==> src/rtl/pipe_ctrl_pkg.sv <==
// pipe_ctrl_pkg: shared stall vectors, sequencer states and widths for the pipeline controller
package pipe_ctrl_pkg;
    localparam int MC_CNT_W = 6;
    localparam int STALL_W  = 6;
    localparam int ADDR_W   = 32;
    // Stall vector bits: [0]PC [1]IF [2]ID [3]EX [4]MEM [5]WB
    localparam logic [STALL_W-1:0] STALL_NONE = 6'b000000;
    localparam logic [STALL_W-1:0] STALL_ID   = 6'b000111;
    localparam logic [STALL_W-1:0] STALL_EX   = 6'b001111;
    localparam logic [STALL_W-1:0] STALL_MEM  = 6'b011111;
    localparam logic [ADDR_W-1:0]  ZERO_WORD  = '0;
    typedef enum logic [1:0] {
        MC_IDLE = 2'd0,
        MC_BUSY = 2'd1,
        MC_DONE = 2'd2
    } mc_state_e;
    // Lengths 0 and 1 both finish after a single stall cycle
    function automatic logic mc_short(input logic [MC_CNT_W-1:0] n);
        return n <= MC_CNT_W'(1);
    endfunction
endpackage

==> src/rtl/pipe_ctrl_if.sv <==
// pipe_ctrl_if: hazard/multi-cycle/exception signals between pipeline stages and pipe_ctrl
//   master: stage side, drives requests and consumes stall/flush
//   slave : pipe_ctrl side
interface pipe_ctrl_if;
    import pipe_ctrl_pkg::*;
    logic                stallreq_id_i;
    logic                stallreq_mem_i;
    logic                mc_start_i;
    logic [MC_CNT_W-1:0] mc_cycles_i;
    logic                flush_i;
    logic [ADDR_W-1:0]   exc_pc_i;
    logic [STALL_W-1:0]  stall_o;
    logic                flush_o;
    logic [ADDR_W-1:0]   new_pc_o;
    logic                mc_busy_o;
    logic                mc_done_o;
    modport master (
        output stallreq_id_i, stallreq_mem_i, mc_start_i, mc_cycles_i, flush_i, exc_pc_i,
        input  stall_o, flush_o, new_pc_o, mc_busy_o, mc_done_o
    );
    modport slave (
        input  stallreq_id_i, stallreq_mem_i, mc_start_i, mc_cycles_i, flush_i, exc_pc_i,
        output stall_o, flush_o, new_pc_o, mc_busy_o, mc_done_o
    );
endinterface

==> src/rtl/pipe_ctrl_counter.sv <==
// mc_down_counter: loadable saturating down-counter with zero/one flags
//   clk, rst      : clock, synchronous active-high reset
//   clr_i         : clear to 0 (highest priority)
//   load_i        : load load_val_i
//   dec_i         : decrement, holds at 0 instead of wrapping
//   zero_o, one_o : count equals 0 / equals 1
module mc_down_counter #(
    parameter int W = 6
) (
    input  logic         clk,
    input  logic         rst,
    input  logic         clr_i,
    input  logic         load_i,
    input  logic [W-1:0] load_val_i,
    input  logic         dec_i,
    output logic         zero_o,
    output logic         one_o
);
    logic [W-1:0] cnt_q, cnt_d;
    assign zero_o = cnt_q == '0;
    assign one_o  = cnt_q == W'(1);
    always_comb begin
        cnt_d = clr_i ? '0 : load_i ? load_val_i : (dec_i && !zero_o) ? cnt_q - W'(1) : cnt_q;
    end
    always_ff @(posedge clk) begin
        if (rst) cnt_q <= '0;
        else     cnt_q <= cnt_d;
    end
endmodule

==> src/rtl/pipe_ctrl.sv <==
// pipe_ctrl: merges ID/MEM stall requests with a multi-cycle EX sequencer, drives stall vector and flush
//   clk, rst : clock, synchronous active-high reset (all outputs forced 0 while asserted)
//   bus      : pipe_ctrl_if.slave carrying stall requests, multi-cycle start/length,
//              exception flush/pc in; stall vector, flush, new pc, busy/done out
module pipe_ctrl
    import pipe_ctrl_pkg::*;
(
    input logic          clk,
    input logic          rst,
    pipe_ctrl_if.slave   bus
);
    mc_state_e           state_q, state_d;
    logic                start_ok, load, cnt_zero, cnt_one;
    logic [STALL_W-1:0]  stall;
    // A start in DONE is only taken once MEM releases the frozen EX result
    assign start_ok = bus.mc_start_i &&
                      (state_q == MC_IDLE || (state_q == MC_DONE && !bus.stallreq_mem_i));
    assign load     = start_ok && !mc_short(bus.mc_cycles_i);
    mc_down_counter #(.W(MC_CNT_W)) u_cnt (
        .clk        (clk),
        .rst        (rst),
        .clr_i      (bus.flush_i),
        .load_i     (load),
        .load_val_i (bus.mc_cycles_i - MC_CNT_W'(1)),
        .dec_i      (state_q == MC_BUSY),
        .zero_o     (cnt_zero),
        .one_o      (cnt_one)
    );
    always_comb begin
        state_d = MC_IDLE;
        if (bus.flush_i)              state_d = MC_IDLE;
        else if (start_ok)            state_d = mc_short(bus.mc_cycles_i) ? MC_DONE : MC_BUSY;
        else if (state_q == MC_BUSY)  state_d = (cnt_one || cnt_zero) ? MC_DONE : MC_BUSY;
        else if (state_q == MC_DONE)  state_d = bus.stallreq_mem_i ? MC_DONE : MC_IDLE;
    end
    always_ff @(posedge clk) begin
        if (rst) state_q <= MC_IDLE;
        else     state_q <= state_d;
    end
    always_comb begin
        stall = bus.flush_i                        ? STALL_NONE :
                bus.stallreq_mem_i                 ? STALL_MEM  :
                (start_ok || state_q == MC_BUSY)   ? STALL_EX   :
                bus.stallreq_id_i                  ? STALL_ID   : STALL_NONE;
    end
    assign bus.stall_o   = rst ? STALL_NONE : stall;
    assign bus.flush_o   = !rst && bus.flush_i;
    assign bus.new_pc_o  = (!rst && bus.flush_i) ? bus.exc_pc_i : ZERO_WORD;
    assign bus.mc_busy_o = !rst && state_q == MC_BUSY;
    assign bus.mc_done_o = !rst && state_q == MC_DONE;
endmodule

==> src/flat_wrapper.sv <==
// flat-port wrapper written by rule: the top's interface ports become plain ports
module pipe_ctrl_flat import pipe_ctrl_pkg::*;
  (clk, rst, bus_stallreq_id_i, bus_stallreq_mem_i, bus_mc_start_i, bus_mc_cycles_i, bus_flush_i, bus_exc_pc_i, bus_stall_o, bus_flush_o, bus_new_pc_o, bus_mc_busy_o, bus_mc_done_o);
  pipe_ctrl_if bus_i ();
  input logic clk;
  input logic rst;
  input wire logic [$bits(bus_i.stallreq_id_i)-1:0] bus_stallreq_id_i;
  input wire logic [$bits(bus_i.stallreq_mem_i)-1:0] bus_stallreq_mem_i;
  input wire logic [$bits(bus_i.mc_start_i)-1:0] bus_mc_start_i;
  input wire logic [$bits(bus_i.mc_cycles_i)-1:0] bus_mc_cycles_i;
  input wire logic [$bits(bus_i.flush_i)-1:0] bus_flush_i;
  input wire logic [$bits(bus_i.exc_pc_i)-1:0] bus_exc_pc_i;
  output wire logic [$bits(bus_i.stall_o)-1:0] bus_stall_o;
  output wire logic [$bits(bus_i.flush_o)-1:0] bus_flush_o;
  output wire logic [$bits(bus_i.new_pc_o)-1:0] bus_new_pc_o;
  output wire logic [$bits(bus_i.mc_busy_o)-1:0] bus_mc_busy_o;
  output wire logic [$bits(bus_i.mc_done_o)-1:0] bus_mc_done_o;
  assign bus_i.stallreq_id_i = bus_stallreq_id_i;
  assign bus_i.stallreq_mem_i = bus_stallreq_mem_i;
  assign bus_i.mc_start_i = bus_mc_start_i;
  assign bus_i.mc_cycles_i = bus_mc_cycles_i;
  assign bus_i.flush_i = bus_flush_i;
  assign bus_i.exc_pc_i = bus_exc_pc_i;
  assign bus_stall_o = bus_i.stall_o;
  assign bus_flush_o = bus_i.flush_o;
  assign bus_new_pc_o = bus_i.new_pc_o;
  assign bus_mc_busy_o = bus_i.mc_busy_o;
  assign bus_mc_done_o = bus_i.mc_done_o;
  pipe_ctrl u_core (.clk(clk), .rst(rst), .bus(bus_i));
endmodule
==> config.mk <==
export PLATFORM = sky130hd
export DESIGN_NAME = pipe_ctrl_flat
export DESIGN_NICKNAME = d
export VERILOG_FILES = /design/src/rtl/pipe_ctrl_pkg.sv /design/src/rtl/pipe_ctrl_if.sv /design/src/rtl/pipe_ctrl_counter.sv /design/src/rtl/pipe_ctrl.sv /design/src/flat_wrapper.sv
export SDC_FILE = /design/constraint.sdc
export NUM_CORES = 1
export LEC_CHECK = 0
export ABC_AREA = 1
export BUFFER_PORTS_ARGS = -buffer_cell sky130_fd_sc_hd__buf_2
export CORE_ASPECT_RATIO = 1.1
export CORE_UTILIZATION = 36
export DETAILED_ROUTE_END_ITERATION = 12
export HOLD_SLACK_MARGIN = 0.08
export PLACE_DENSITY = 0.82
export SETUP_SLACK_MARGIN = 0.02
export SYNTH_ARGS = -nofsm -noshare
export SYNTH_HDL_FRONTEND = slang
export SYNTH_HIERARCHICAL = 1
export SYNTH_SLANG_ARGS = --single-unit
==> constraint.sdc <==
create_clock -name clk -period 1.6 [get_ports clk]
set_input_delay 0.4 -clock clk [delete_from_list [all_inputs] [get_ports clk]]
set_output_delay 0.4 -clock clk [all_outputs]
set_load 0.005 [all_outputs]
## After elaboration in Yosys (flattened, before gate mapping)

Index checks and enable logic that the tools add are counted.

- Add/subtract/negate cells: 2
- $lt $le $gt $ge: 1
- Equal/unequal tests: 3
- Mux-type cells: 14
- Reductions and logical operators: 18

Operators with widths:

| operator | count |
|---|---|
| two-way mux 6 bit | 6 |
| two-way mux 32 bit | 1 |
| two-way mux 2 bit | 6 |
| subtractor 6 x 1 -> 6 bit (second input constant) | 2 |
| logical AND 1 bit | 7 |
| equality test 6 x 1 -> 1 bit (second input constant) | 1 |
| less-or-equal comparator 6 x 1 -> 1 bit (second input constant) | 1 |
| zero test 6 bit | 1 |
| zero test 1 bit | 4 |
| logical OR 1 bit | 3 |
| two-way mux 3 bit | 1 |
| equality test 2 x 1 -> 1 bit (second input constant) | 1 |
| equality test 2 bit (second input constant) | 1 |
| zero test 2 bit | 1 |
| nonzero test 2 bit | 1 |
| OR reduction 2 bit | 1 |

- Register bits: 8
- Input port bits: 44
- Word-level logic and storage cells: 40

## Depth between registers and ports, before layout

- Depth after elaboration: 9
- Depth in mapped cells: 13
- Depth with buffers taken out: 12

## Modules after synthesis

Netlist, hierarchy kept.

By module, submodules not included:

| module | times used | cells each | area an instance (µm²) |
|---|---|---|---|
| pipe_ctrl | 1 | 127 | 634.4 |
| mc_down_counter | 1 | 68 | 452.9 |

## Worst setup path before layout

OpenSTA, ideal clock, no wires.

- Kind: input to register
- Start: input bus_mc_cycles_i[0]
- End: register u_core.u_cnt.cnt_q[5]
- Data arrival time: 1.553 ns
- Setup slack: -0.072 ns
- Stages: 12
- Path buffers: 1
- Cells stage by stage: inv_1 ha_1 inv_1 nand2_1 nand3_1 nand2_2 inv_2 buf_4 inv_2 or2_2 nand3_1 a21oi_1

- Longest elaborated chain between the ends: 4
- Elaborated cells between the ends (all ways): 6

Ends and longest elaborated chain:

| element | RTL line | source |
|---|---|---|
| start, declared | flat_wrapper.sv:10 | `input wire logic [$bits(bus_i.mc_cycles_i)-1:0] bus_mc_cycles_i;` |
| less-or-equal comparator 6 x 1 -> 1 bit (*) | pipe_ctrl_pkg.sv:19 | `return n <= MC_CNT_W'(1);` |
| zero test 1 bit (*) | pipe_ctrl.sv:18 | `assign load = start_ok && !mc_short(bus.mc_cycles_i);` |
| logical AND 1 bit (*) | pipe_ctrl.sv:18 |  |
| named net u_core.load | pipe_ctrl.sv:13 | `logic start_ok, load, cnt_zero, cnt_one;` |
| two-way mux 6 bit or nonzero test 2 bit (tied branches) | -- |  |
| end signal, assigned | pipe_ctrl_counter.sv:27 | `else cnt_q <= cnt_d;` |
| end, declared | pipe_ctrl_counter.sv:19 | `logic [W-1:0] cnt_q, cnt_d;` |

The timed path passes the listed nets; every way through them passes the cells marked *.
A chain may end at the register's enable or synchronous reset.

## Worst setup path after layout

- Start: register u_core.state_q[0]
- End: output bus_stall_o[0]

- Longest elaborated chain between the ends: 9
- Elaborated cells between the ends (all ways): 11

Ends and longest elaborated chain:

| element | RTL line | source |
|---|---|---|
| start, declared | pipe_ctrl.sv:12 | `mc_state_e state_q, state_d;` |
| start signal, assigned | pipe_ctrl.sv:38 | `else state_q <= state_d;` |
| equality test 2 bit | pipe_ctrl.sv:17 | `(state_q == MC_IDLE \|\| (state_q == MC_DONE && !bus.stallreq_mem_i));` |
| logical AND 1 bit | pipe_ctrl.sv:17 |  |
| logical OR 1 bit | pipe_ctrl.sv:17 |  |
| logical AND 1 bit | pipe_ctrl.sv:16 | `assign start_ok = bus.mc_start_i &&` |
| logical OR 1 bit (*) | pipe_ctrl.sv:43 | `(start_ok \|\| state_q == MC_BUSY) ? STALL_EX :` |
| two-way mux 6 bit (*) | pipe_ctrl.sv:43 |  |
| two-way mux 6 bit (*) | pipe_ctrl.sv:42 | `bus.stallreq_mem_i ? STALL_MEM :` |
| two-way mux 6 bit (*) | pipe_ctrl.sv:41 | `stall = bus.flush_i ? STALL_NONE :` |
| two-way mux 6 bit (*) | pipe_ctrl.sv:46 | `assign bus.stall_o = rst ? STALL_NONE : stall;` |
| end, declared | flat_wrapper.sv:13 | `output wire logic [$bits(bus_i.stall_o)-1:0] bus_stall_o;` |

Every way passes the cells marked *; elsewhere a longest branch is shown, timed or not.

==> summary.md <==
| Metric | Value |
|---|---|
| Critical path class | `reg -> out` |
| Number of cells on the worst reg-to-reg path | `10` |
| Worst Hold Launch | `rst` |
| Required @ worst endpoint | `1.20 ns` |
| CP startpoint kind | `flip-flop` |
| Global route total overflow | `0` |
| Ys Warns | `6` |
| Clock Sinks | `8` |
| Initial antenna violation count | `0` |
| Peak supply drop | `0.000396 V` |
| Placer congestion estimate | `0.814` |
| Remaining DRCs | `0` |
| Post-DRT Antenna Nets | `0` |
| Top FF cell, synth | `dfxtp_1` |
| Worst min-delay path class | `in -> reg` |
| Unrepaired setup endpoints after global routing | `true` |
| CP Data Arrival Time | `1.16 ns` |
| Layout overhead on the synthesized area | `50.3%` |
| DP Area | `1560 µm²` |
| H-Tree Level Count | `1` |
| Cell taking the most area after synthesis | `inv_1` |
| Row count | `20` |
| Reg2Reg Setup Slack | `0.10 ns` |
| Clk slew on worst S/H paths | `0.05 ns` |
| Crit path time final | `1.56 ns` |
| Clk_skew | `0.00159 ns` |
| PwrDens | `454 nW/µm²` |
| First-pass GRT wire length | `4.39 mm` |
| Register area share after synthesis | `14.7%` |
| Count of final hold-check violations | `0` |
| Dpl hpwl | `2.20 mm` |
| Final period util | `97.7%` |
| WHS Path Cells | `4` |
| Largest net degree at the start of global routing | `33` |
| Top cell type's share of synthesized area | `17.6%` |
| Max-Cap Viols | `0` |
| # IOs | `85` |
| Total Wirelength | `2.76 mm` |
| Worst path max stage delay | `0.34 ns` |
| Hold_ws | `0.486 ns` |
| CP Cell Sequence | `inv_2, nand2_2, nor2_4, o21ai_2, nand2_1, buf_2` |
| Fin area | `1630 µm²` |
| Die height | `59.6 µm` |
| Layout cells sized above 1 | `47.7%` |
| Average wire per standard cell | `8.68 µm` |
| Post-synthesis instance area | `1090 µm²` |
| Status | `finished clean` |
| Cell family with most CP delay | `flip-flops` |
| DRT iter0 DRCs | `16` |
| Die ar. | `3240 µm²` |
| Vias in the first global route | `1,170` |
| Slew Viols, Final | `0` |
| Filler Cell Count | `281` |
| Setup Viol. Count Final | `0` |
| Clk_lat worst skew | `0.25 ns` |
| Post-synth EDFFs | `0` |
| Initial Utilization | `38.5%` |
| GRT Total Usage | `18.3%` |
| Top cells by area, synth | `inv_1, dfxtp_1, nor2_1, nand2_1, nor2_2` |
| CP max FO | `3` |
| Layout Nets | `336` |
| Post-synthesis register bit count | `8` |
| Detailed-router iteration count before antenna repair | `4` |
| Via count | `1,374` |
| Net count after synthesis | `244` |
| Ys async rst share | `0%` |
| TritonCTS Buffers | `3` |
| Buffers and inverters on the worst path | `2` |
| Antenna fix cells | `0` |
| Max Clock Freq | `640 MHz` |
| Drt via density | `4.32` |
| Reg-to-Reg End | `u_core/u_cnt/cnt_q[5]` |
| P_leak | `1.08 nW` |
| Most frequent cell after synthesis | `inv_1` |
| Synth cell types | `27` |
| Port Buffers | `83` |
| Root Buffer | `clkbuf_4` |
| Worst Hold End | `u_core/state_q[1]` |
| Die width | `54.4 µm` |
| Avg Cell Area, Syn | `5.58 µm²` |
| Maximum buffer depth of the clock tree | `2` |
| Core footprint | `2830 µm²` |
| CP endpoint kind | `output port` |
| Post-Synthesis Cells | `195` |
| CP max stage cell | `dfxtp_2` |
| FF-to-FF Start | `u_core/state_q[0]` |
| CTS tree | `done` |
| Post-synth top cells | `inv_1, nor2_1, nand2_1` |
[flip-flops by register name, summed over array words and instances (netlist names)]
name,cells
u_core/state_q,2
u_core/u_cnt/cnt_q,6
[repair_timing]
action	in CTS	in global routing
setup endpoints to repair	36	14
resized for setup	4	10
cloned	0	0
hold buffers	0	0
pin swaps	2	3
setup buffers	1	2
[logic make-up (layout without fill, tap and decap cells)]
group,Yosys count,count (layout),synth area share (%)
adder cells (fa/ha/maj),5,5,5.75
AO/OA/AOI/OAI,13,13,6.67
flip-flops,8,8,14.7
other,1,1,0.345
XOR/XNOR,5,5,4.03
AND/OR/NAND/NOR,101,101,43.6
buffers and inverters,62,152,24.9
[final cells by class]
| class | instances | area (µm²) | share of cell area, % |
|---|---|---|---|
| well taps | 33 | 41.3 | 2.53 |
| repair buffers | 94 | 498 | 30.5 |
| inverters | 55 | 216 | 13.2 |
| multi-input cells | 125 | 693 | 42.4 |
| flip-flops and latches | 8 | 163 | 9.95 |
| clock buffers | 3 | 22.5 | 1.38 |
[per-stage QoR]
step / power (mW) / TNS [ns] / std cells / util [%] / setup WS [ns]
finish: 0.742 / 0 / 318 / 57.8 / 0.0375
detailed placement: 0.573 / -1.40 / 312 / 55.0 / -0.0821
floorplan: 0.449 / 0 / 195 / - / 0.0686
CTS: 0.736 / 0 / 316 / 56.3 / 0.0250
global placement: 0.567 / -1.01 / 312 / 55.0 / -0.0639
global route: 0.817 / -0.0627 / 318 / 57.8 / -0.0224
[cell usage in the layout, fill, tap and decap left out, types with 2 or more instances in the layout]
master    instances
buf_2            83
a21oi_1           6
nand2_1          25
nor3_1            2
o21ai_0           3
inv_2             4
dfxtp_1           6
clkbuf_4          3
nand3_2           2
nand2_4           2
nor2_2           13
dfxtp_2           2
xnor2_1           4
ha_1              4
buf_4            11
o21ai_2           2
nand2_2           5
inv_1            49
inv_6             2
nand3_1           9
nor2_1           36
nor2_4            3
[worst max path at each step]
| stage | start | to | slack, ns | cells past startpoint |
|---|---|---|---|---|
| after global placement | bus_mc_cycles_i[1] | u_core/u_cnt/cnt_q[5] | -0.06 | 12 |
| after CTS | u_core/state_q[0] | bus_stall_o[0] | 0.02 | 6 |
| after floorplan | bus_mc_cycles_i[0] | u_core/u_cnt/cnt_q[5] | 0.07 | 12 |
| final | u_core/state_q[0] | bus_stall_o[0] | 0.04 | 6 |
| after global routing | u_core/state_q[0] | bus_stall_o[0] | -0.02 | 6 |
| after detailed placement | bus_mc_cycles_i[1] | u_core/u_cnt/cnt_q[5] | -0.08 | 12 |
[worst min-delay path, delay by kind of cell]
family        cells  cell delay [ns]
buf+inv           1             0.13
simple gates      3             0.17
[layer usage]
layer / GRT usage [%] / vias to the layer above / wire, µm
li1: - / 738 / -
met1: 17.5 / 579 / 1100
met2: 36.8 / 55 / 1420
met3: 2.31 / 2 / 225
met4: 7.69 / 0 / 17
met5: 0 / - / 0
[power breakdown]
part           total [mW]  switching [mW]  internal [mW]  leakage (nW)
Sequential          0.223          0.0117          0.211        0.0662
Combinational       0.365           0.195          0.170          1.00
Clock               0.154          0.0683         0.0858        0.0138
Total               0.742           0.275          0.467          1.08
No activity file was read; power rests on OpenSTA's default activity.
